$ cat config.mk
export PLATFORM = sky130hd
export DESIGN_NAME = fp_addsub_pipe
export DESIGN_NICKNAME = d
export VERILOG_FILES = /design/src/rtl/fp_addsub_pipe.sv
export SDC_FILE = /design/constraint.sdc
export NUM_CORES = 1
export LEC_CHECK = 0
export CELL_PAD_IN_SITES_DETAIL_PLACEMENT = 1
export CELL_PAD_IN_SITES_GLOBAL_PLACEMENT = 2
export CORE_MARGIN = 4
export CORE_UTILIZATION = 34
export CTS_BUF_LIST = sky130_fd_sc_hd__clkbuf_2
export CTS_CLUSTER_DIAMETER = 100
export CTS_CLUSTER_SIZE = 28
export DETAILED_ROUTE_END_ITERATION = 10
export GPL_TIMING_DRIVEN = 0
export PLACE_DENSITY_LB_ADDON = 0.1
export SLEW_MARGIN = 20
export SYNTH_ARGS = -nofsm -noshare
export SYNTH_HDL_FRONTEND = slang
export SYNTH_SLANG_ARGS = --single-unit
$ cat constraint.sdc
create_clock -name clk -period 3.9 [get_ports clk]
set_input_delay 0.975 -clock clk [delete_from_list [all_inputs] [get_ports clk]]
set_output_delay 0.975 -clock clk [all_outputs]
set_load 0.005 [all_outputs]
$ cat src/rtl/fp_addsub_pipe.sv
// Five-stage pipelined floating-point adder/subtractor with valid/ready
// handshake, round-to-nearest-even, flush-to-zero and per-result flags.
module fp_addsub_pipe #(
  parameter int EXP_W = 8,
  parameter int MAN_W = 23,
  parameter int TAG_W = 4
) (
  input  logic                     clk,
  input  logic                     rst_n,
  input  logic                     in_valid,
  output logic                     in_ready,
  input  logic                     op,
  input  logic [EXP_W+MAN_W:0]     a,
  input  logic [EXP_W+MAN_W:0]     b,
  input  logic [TAG_W-1:0]         tag_in,
  output logic                     out_valid,
  input  logic                     out_ready,
  output logic [EXP_W+MAN_W:0]     c,
  output logic [TAG_W-1:0]         tag_out,
  output logic [2:0]               flags
);

  localparam int W   = 1 + EXP_W + MAN_W;
  localparam int M   = MAN_W + 4;
  localparam int LZW = $clog2(M + 1);
  localparam int EW  = EXP_W + 2;

  localparam logic [EXP_W-1:0] EMAX    = '1;
  localparam logic [EXP_W-1:0] SAT     = EXP_W'(M);
  localparam logic [M-1:0]     ONES    = '1;
  localparam logic [W-2:0]     INF_MAG = {EMAX, {MAN_W{1'b0}}};
  localparam logic [W-1:0]     QNAN    =
    {1'b0, EMAX, 1'b1, {(MAN_W-1){1'b0}}};

  typedef struct packed {
    logic             vld;
    logic [TAG_W-1:0] tag;
    logic             spec;
    logic [W-1:0]     sval;
    logic             inv;
    logic             sign;
    logic             sub;
    logic [EXP_W-1:0] exp;
  } hdr_t;

  typedef struct packed {
    hdr_t             h;
    logic [EXP_W-1:0] diff;
    logic [MAN_W:0]   mbig;
    logic [MAN_W:0]   msml;
  } s1_t;

  typedef struct packed {
    hdr_t         h;
    logic [M-1:0] big;
    logic [M-1:0] sml;
  } s2_t;

  typedef struct packed {
    hdr_t       h;
    logic [M:0] sum;
  } s3_t;

  typedef struct packed {
    hdr_t           h;
    logic [M:0]     sum;
    logic [LZW-1:0] lz;
    logic           zero;
  } s4_t;

  typedef struct packed {
    logic             vld;
    logic [TAG_W-1:0] tag;
    logic [W-1:0]     c;
    logic [2:0]       flags;
  } s5_t;

  s1_t r1, n1;
  s2_t r2, n2;
  s3_t r3, n3;
  s4_t r4, n4;
  s5_t r5, n5;

  logic adv;
  assign adv      = !r5.vld || out_ready;
  assign in_ready = adv;

  function automatic logic [LZW-1:0] lzc(input logic [M-1:0] v);
    lzc = LZW'(M);
    for (int i = 0; i < M; i++)
      if (v[i]) lzc = LZW'(M - 1 - i);
  endfunction

  // S1: unpack, classify, magnitude compare
  logic             sa, sb;
  logic [EXP_W-1:0] ea, eb;
  logic [MAN_W-1:0] fa, fb;
  logic             a_zero, b_zero, a_nan, b_nan, a_inf, b_inf, a_big;
  logic [W-2:0]     mag_a, mag_b;
  logic [MAN_W:0]   ma, mb;

  assign sa     = a[W-1];
  assign sb     = b[W-1] ^ op;
  assign ea     = a[W-2:MAN_W];
  assign eb     = b[W-2:MAN_W];
  assign fa     = a[MAN_W-1:0];
  assign fb     = b[MAN_W-1:0];
  assign a_zero = (ea == '0);
  assign b_zero = (eb == '0);
  assign a_nan  = (ea == EMAX) && (|fa);
  assign b_nan  = (eb == EMAX) && (|fb);
  assign a_inf  = (ea == EMAX) && !(|fa);
  assign b_inf  = (eb == EMAX) && !(|fb);
  assign mag_a  = a_zero ? '0 : a[W-2:0];
  assign mag_b  = b_zero ? '0 : b[W-2:0];
  assign ma     = a_zero ? '0 : {1'b1, fa};
  assign mb     = b_zero ? '0 : {1'b1, fb};
  assign a_big  = (mag_a >= mag_b);

  always_comb begin
    n1       = '0;
    n1.h.vld = in_valid;
    n1.h.tag = tag_in;
    n1.h.sub = sa ^ sb;
    if (a_nan || b_nan) begin
      n1.h.spec = 1'b1;
      n1.h.sval = QNAN;
      n1.h.inv  = 1'b1;
    end else if (a_inf && b_inf) begin
      n1.h.spec = 1'b1;
      n1.h.sval = n1.h.sub ? QNAN : {sa, INF_MAG};
      n1.h.inv  = n1.h.sub;
    end else if (a_inf) begin
      n1.h.spec = 1'b1;
      n1.h.sval = {sa, INF_MAG};
    end else if (b_inf) begin
      n1.h.spec = 1'b1;
      n1.h.sval = {sb, INF_MAG};
    end
    if (a_big) begin
      n1.h.sign = sa;
      n1.h.exp  = ea;
      n1.diff   = ea - eb;
      n1.mbig   = ma;
      n1.msml   = mb;
    end else begin
      n1.h.sign = sb;
      n1.h.exp  = eb;
      n1.diff   = eb - ea;
      n1.mbig   = mb;
      n1.msml   = ma;
    end
  end

  // S2: align the smaller mantissa, collapsing lost bits into sticky
  logic [M-1:0] sh_ext, sh_out;
  logic         stk;

  always_comb begin
    n2     = '0;
    sh_ext = {r1.msml, 3'b000};
    if (r1.diff >= SAT) begin
      sh_out = '0;
      stk    = |r1.msml;
    end else begin
      sh_out = sh_ext >> r1.diff;
      stk    = |(sh_ext & ~(ONES << r1.diff));
    end
    n2.h   = r1.h;
    n2.big = {r1.mbig, 3'b000};
    n2.sml = sh_out | {{(M-1){1'b0}}, stk};
  end

  // S3: effective add or subtract
  always_comb begin
    n3     = '0;
    n3.h   = r2.h;
    n3.sum = r2.h.sub ? ({1'b0, r2.big} - {1'b0, r2.sml})
                      : ({1'b0, r2.big} + {1'b0, r2.sml});
  end

  // S4: leading-zero count and cancellation detect
  always_comb begin
    n4      = '0;
    n4.h    = r3.h;
    n4.sum  = r3.sum;
    n4.lz   = lzc(r3.sum[M-1:0]);
    n4.zero = ~|r3.sum;
  end

  // S5: normalise, round, pack
  logic [M-1:0]          norm;
  logic signed [EW-1:0]  e, er;
  logic [MAN_W+1:0]      mr;
  logic [MAN_W-1:0]      man;
  logic                  inc;

  always_comb begin
    n5     = '0;
    n5.vld = r4.h.vld;
    n5.tag = r4.h.tag;
    if (r4.sum[M]) begin
      norm = {r4.sum[M:2], r4.sum[1] | r4.sum[0]};
      e    = $signed({2'b00, r4.h.exp}) + $signed(EW'(1));
    end else begin
      norm = r4.sum[M-1:0] << r4.lz;
      e    = $signed({2'b00, r4.h.exp})
           - $signed({{(EW-LZW){1'b0}}, r4.lz});
    end
    inc = norm[2] & (norm[1] | norm[0] | norm[3]);
    mr  = {1'b0, norm[M-1:3]} + {{(MAN_W+1){1'b0}}, inc};
    er  = mr[MAN_W+1] ? e + $signed(EW'(1)) : e;
    man = mr[MAN_W+1] ? mr[MAN_W:1] : mr[MAN_W-1:0];
    if (r4.h.spec) begin
      n5.c     = r4.h.sval;
      n5.flags = {r4.h.inv, 2'b00};
    end else if (r4.zero) begin
      n5.c = {r4.h.sign & ~r4.h.sub, {(W-1){1'b0}}};
    end else if (e <= $signed(EW'(0))) begin
      n5.c     = {r4.h.sign, {(W-1){1'b0}}};
      n5.flags = 3'b001;
    end else if (er >= $signed({2'b00, EMAX})) begin
      n5.c     = {r4.h.sign, INF_MAG};
      n5.flags = 3'b010;
    end else begin
      n5.c = {r4.h.sign, er[EXP_W-1:0], man};
    end
  end

  always_ff @(posedge clk or negedge rst_n) begin
    if (!rst_n) begin
      r1 <= '0;
      r2 <= '0;
      r3 <= '0;
      r4 <= '0;
      r5 <= '0;
    end else if (adv) begin
      r1 <= n1;
      r2 <= n2;
      r3 <= n3;
      r4 <= n4;
      r5 <= n5;
    end
  end

  assign out_valid = r5.vld;
  assign c         = r5.c;
  assign tag_out   = r5.tag;
  assign flags     = r5.flags;

endmodule

Yosys cells after proc, flatten, opt, wreduce, memory -nomap -nowiden
Index checks and enable logic that the tools add are counted.
- equality and inequality tests: 2
- shift-type cells: 3
- $lt $le $gt $ge: 4
- reduce and logical (&&, ||, !) cells: 18
- $add $sub $neg: 8
- bitwise logic cells: 11
- multiplexer cells: 52
- operators by type and width (cell ; number):
    two-way mux 5 bit ; 26
    two-way mux 33 bit ; 3
    two-way mux 31 bit ; 3
    two-way mux 34 bit ; 2
    two-way mux 32 bit ; 2
    two-way mux 64 bit ; 1
    two-way mux 27 bit ; 2
    two-way mux 24 bit ; 2
    OR reduction 23 bit ; 2
    two-way mux 35 bit ; 1
    greater-or-equal comparator 31 bit ; 1
    adder 27 x 27 -> 28 bit ; 1
    two-way mux 28 bit ; 1
    OR reduction 28 bit ; 1
    subtractor 27 x 27 -> 28 bit ; 1
    bitwise AND 27 bit ; 1
    NOT 27 bit ; 1
    bitwise OR 27 x 1 -> 27 bit ; 1
    OR reduction 27 bit ; 1
    << shifter 27 x 5 -> 27 bit ; 1
    << shifter 27 x 8 -> 27 bit (first input constant) ; 1
    >> shifter 27 x 8 -> 27 bit ; 1
    adder 24 x 1 -> 25 bit ; 1
    OR reduction 24 bit ; 1
    other kinds (21) ; 40
- logic and storage cells: 143
- register bits: 405

Depth between registers and ports, before layout
- word-level depth: 27
- gate-level depth with buffers: 22

Worst setup path after synthesis
OpenSTA, ideal clock, no wires.
- kind: input to register
- from: input a[23]
- to: register r1, in the netlist n2[32]
- path slack: -0.312 ns
- required time: 3.817 ns
- cell stages on the path: 16
- arrival time: 4.129 ns
- buffers on the path: 4
- path through: nor4_1 -> nand2_1 -> clkbuf_1 -> and2_1 -> ha_1 -> a21o_1 -> a21o_1 -> a21oi_1 -> o21a_1 -> a2111o_1 -> nand2_1 -> clkbuf_1 -> buf_1 -> clkbuf_1 -> a21oi_1 -> o21ai_0
- longest elaborated chain between the ends: 4
- ends and longest elaborated chain (item ; line ; text):
    from (decl) ; 13 ; input logic [EXP_W+MAN_W:0] a,
    logical NOT 8 bit ; 108 ; assign a_zero = (ea == '0);
    two-way mux 31 bit ; 114 ; assign mag_a = a_zero ? '0 : a[W-2:0];
    greater-or-equal comparator 31 bit ; 118 ; assign a_big = (mag_a >= mag_b);
    two-way mux 64 bit * ; 140 ; if (a_big) begin
    to (signal assigned) ; 238 ; r1 <= n1;
    to (decl) ; 78 ; s1_t r1, n1;
Mark *: on every way between the ends. The rest lies on a longest branch, timed or not.
A chain may end at the register's enable or synchronous reset.

Worst setup path in the final report
- from: register r4[2] (netlist name)
- to: register r5, in the netlist c[21]
- longest elaborated chain between the ends: 12
- ends and longest elaborated chain (item ; line ; text):
    from (decl) ; 81 ; s4_t r4, n4;
    from (signal assigned) ; 241 ; r4 <= n4;
    << shifter 27 x 5 -> 27 bit ; 206 ; norm = r4.sum[M-1:0] << r4.lz;
    two-way mux 27 bit ; 202 ; if (r4.sum[M]) begin
    bitwise OR 1 bit (2 in a row) ; 210 ; inc = norm[2] & (norm[1] | norm[0] | norm[3]);
    bitwise AND 1 bit ; 210 ;
    adder 24 x 1 -> 25 bit ; 211 ; mr = {1'b0, norm[M-1:3]} + {{(MAN_W+1){1'b0}}, inc};
    two-way mux 10 bit ; 212 ; er = mr[MAN_W+1] ? e + $signed(EW'(1)) : e;
    greater-or-equal comparator 10 x 9 -> 1 bit ; 222 ; end else if (er >= $signed({2'b00, EMAX})) begin
    two-way mux 31 bit ; 222 ;
    two-way mux 34 bit * ; 219 ; end else if (e <= $signed(EW'(0))) begin
    two-way mux 32 bit * ; 217 ; end else if (r4.zero) begin
    two-way mux 35 bit * ; 214 ; if (r4.h.spec) begin
    to (signal assigned) ; 242 ; r5 <= n5;
    to (decl) ; 82 ; s5_t r5, n5;
Marked as above.

==> run_results.csv <==
group,metric,value,unit
status,status,"finished with violations",
status,violations,"setup timing",
global_routing,grt_pass1_vias,20800,
place,place_inst,3385,
cts,cts_made_buffers,22,
pwr,leakage,10.6,nW
run,drv_cap,0,
global_routing,antenna_found_initial,3,
cts,cts_tree,"yes",
pwr,powerDensity,798,nW/um^2
floorplanning,core_area,59100,um^2
worst_setup_path,timing.rr.end,"c[21]",
cts,worst_skew_pair.late_latency,1.16,ns
worst_setup_path,startpoint_type,"flop",
worst_setup_path,cp_cell_sequence,"buf_6 -> mux2i_4 -> mux2_4 -> or3_4 -> a21oi_2 -> ha_2 -> ha_4 -> inv_4 -> nor3_4 -> and4b_1 -> buf_6 -> nand2_4 -> nor3_4 -> buf_6 -> xor2_4 -> nor4_4 -> buf_12 -> buf_12 -> o41ai_4",
cells_and_area,layout_commonest_cell,"nand2_1",
logic_synthesis,synth_ff_type,"dfrtp_1",
timing,fin_skew,0.159,ns
cells_and_area,mostFrequentLayoutCells,"nand2_1, dfrtp_1, a21oi_1, o21ai_0, nor2_1",
logic_synthesis,synth-edff-count,0,
cts,clkTransAtPathRegs,0.43,ns
cts,cts.sinks,281,
logic_synthesis,syn_area,20300,um^2
cells_and_area,area_growth,20.8,%
drt,num_vias,19800,
timing,report.final.hold_viol_count,0,
place,post-place-ws,-1.85,ns
global_routing,grt_pass1_wl,129,mm
worst_setup_path,cpMostUsedCell,"buf_6",
drt,drtAntennaViolNets,0,
global_routing,track_usage,25.9,%
drt,avgViaCountPerCell,5.66,
floorplanning,design.portCount,114,
timing,setup_ws,-0.189,ns
cells_and_area,final_layout_size_suffix_gt1_share,13.0,%
logic_synthesis,avgSynthCellArea,8.15,um^2
worst_setup_path,worstRegToRegCells,19,
worst_setup_path,crit_start,"r4[2]",
min_path,hold_path_class,"in2async",
worst_setup_path,endpoint_kind,"flop",
pwr,total_power,19.6,mW
drt,wl_per_cell,24.0,um
logic_synthesis,syn_nets,2678,
floorplanning,placementRows,89,
place,placed_area,22600,um^2
worst_setup_path,timing.rr.start,"r4[2]",
worst_setup_path,endpoint,"c[21]",
cells_and_area,multi_input_area,12900,um^2
drt,drc,0,
worst_setup_path,arrival,5.15,ns
logic_synthesis,ys_top_cells_by_area,"dfrtp_1, nand2_1, ha_1",
timing,finalSetupViolCount,28,
drt,drtIter0Drc,1308,
logic_synthesis,ys_warn_count,0,
timing,worst_slew_pin_slew,1.07,ns
timing,post-route-period-util,105,%
logic_synthesis,synthCells,2496,
cells_and_area,regArea,7040,um^2
place,place_congestion,0.905,
worst_setup_path,slowest_stage,"dfrtp_1",
logic_synthesis,synth_top_cell_by_area,"dfrtp_1",
cells_and_area,stdcell_count,3506,
worst_setup_path,critPathKind,"reg2reg",
floorplanning,dieHeight,253,um
cells_and_area,fillers,7073,
logic_synthesis,synth_cell_types,93,
logic_synthesis,ys_async_sr_fraction,100,%
logic_synthesis,yosysTopAreaCellShare,34.6,%
cells_and_area,fin_nets,2896,
worst_setup_path,cp.required,4.96,ns
global_routing,grt_start_max_net_pins,95,
logic_synthesis,ys_ff_latch,281,
drt,drtPass1Iterations,5,
cts,clockBufferDepth,3,
timing,drv_slew,0,
cts,h-tree-depth,1,
worst_setup_path,slowest_delay,0.51,ns
place,port_buffers,113,
floorplanning,die_x,253,um
timing,fmaxAchievable,245,MHz
logic_synthesis,synth-seq-area-share,34.6,%
timing,relSlewSlack,28.0,%
drt,routed_wl,84.3,mm
cts,root_buffer,"clkbuf_2",
timing,layout_min_cycle_time,4.09,ns
floorplanning,start_util,34.4,%
worst_setup_path,ff2ff_setup_slack,-0.19,ns
timing,rsz0062_at_grt,"true",
pwr,vdd_ir_drop_max,0.000290,V
cells_and_area,fin_area,24600,um^2
worst_setup_path,crit_fanout,7,
global_routing,overflow,0,
place,hpwlAfterDp,65.9,mm
floorplanning,die_area,63800,um^2
==> layout make-up <==
type                       instances  area share, %
tap                              773           3.94
buffer                           162           3.67
clock buffer                      23          0.468
clock inverter                    17           1.22
multi-input combinational       1945           52.4
inverter                         103           1.62
timing repair buffer             199           8.02
sequential                       281           28.6
antenna                            3         0.0306
==> per-layer routing <==
layer	vias up	part of all wire [%]	wire (um)	global-route usage, %
met3	60	4.4	3680	3.08
met5	-	0.015	13	0
li1	9265	-	-	-
met2	429	46	38700	41.7
met1	10100	48	40800	38.1
met4	2	1.3	1120	4.26
==> synth_stat cells (all sizes together) (12+ instances only) <==
cell type / instances
nand2: 560
dfrtp: 281
o21ai: 187
a21oi: 186
nor2: 169
clkbuf: 127
ha: 105
inv: 101
nor3: 54
mux2i: 52
a31oi: 46
buf: 40
o22ai: 40
xnor2: 40
mux4: 39
nand3: 34
nor4: 33
and2: 31
a21o: 27
nand4: 26
mux2: 25
nand2b: 24
nor2b: 22
o31ai: 21
xor2: 18
a211oi: 16
or3: 15
o41ai: 14
o211ai: 12
==> how the worst min path moves through the flow <==
stage,to,start,depth (start not counted),slack (ns)
CTS,r2[12],rst_n,2,0.09
floorplan,n5[39],n5[39],2,0.43
global placement,n5[39],n5[39],2,0.45
finish,r2[12],rst_n,2,0.24
global route,r2[12],rst_n,2,0.11
detailed placement,n3[74],n3[74],2,0.46
==> state kept, by name (all words and copies together), names as in the netlist <==
register and count:
n3 18, n4 46, out_valid 1, r1 32
c 32, r2 51, n2 42, flags 3
tag_out 4, n5 5, r4 47
==> kinds of logic (layout without fill, tap and decap cells) <==
logic type | Yosys count | in the layout | synth area share [%]
mux | 116 | 116 | 8.32
compound gates | 653 | 653 | 20.1
flops | 281 | 281 | 34.6
xor+xnor | 58 | 58 | 2.50
buf+inv | 270 | 504 | 5.46
simple gates | 1008 | 1008 | 22.2
fa+ha+maj | 110 | 110 | 6.90
other cells | 0 | 3 | 0
==> critical path, delay by kind of cell, from the launching register on <==
family	cells	cell delay (ns)
AOI/OAI and AO/OA	2	0.47
xor gates and xnor gates	1	0.18
adders and majority gates	2	0.36
buffers and inverters	6	0.83
DFF	1	0.51
muxes	2	0.49
and+or+nand+nor	6	1.19
==> metrics by stage <==
stage          utilization, %  hold slack [ns]  TNS [ns]
2_1_floorplan               -            0.430         0
3_3_place_gp             38.0            0.447  -3239.83
3_5_place_dp             38.1            0.455   -245.16
4_1_cts                  40.6           0.0887     -1.70
5_1_grt                  41.6            0.114     -6.37
6_report                 41.6            0.241     -3.07
==> power by group <==
part | internal, mW | switching (mW)
Sequential | 4.01 | 1.38
Clock | 0.380 | 1.38
Combinational | 5.09 | 7.36
==> what timing repair did <==
item	4_1_cts	5_1_grt
pin swaps	47	37
resized for setup	166	79
setup endpoints to repair	109	94
cloned	2	0
endpoints found under the hold margin	196	0
hold buffers	1	0
setup buffers	46	36
Note: power is estimated with default switching activity, not from simulation.
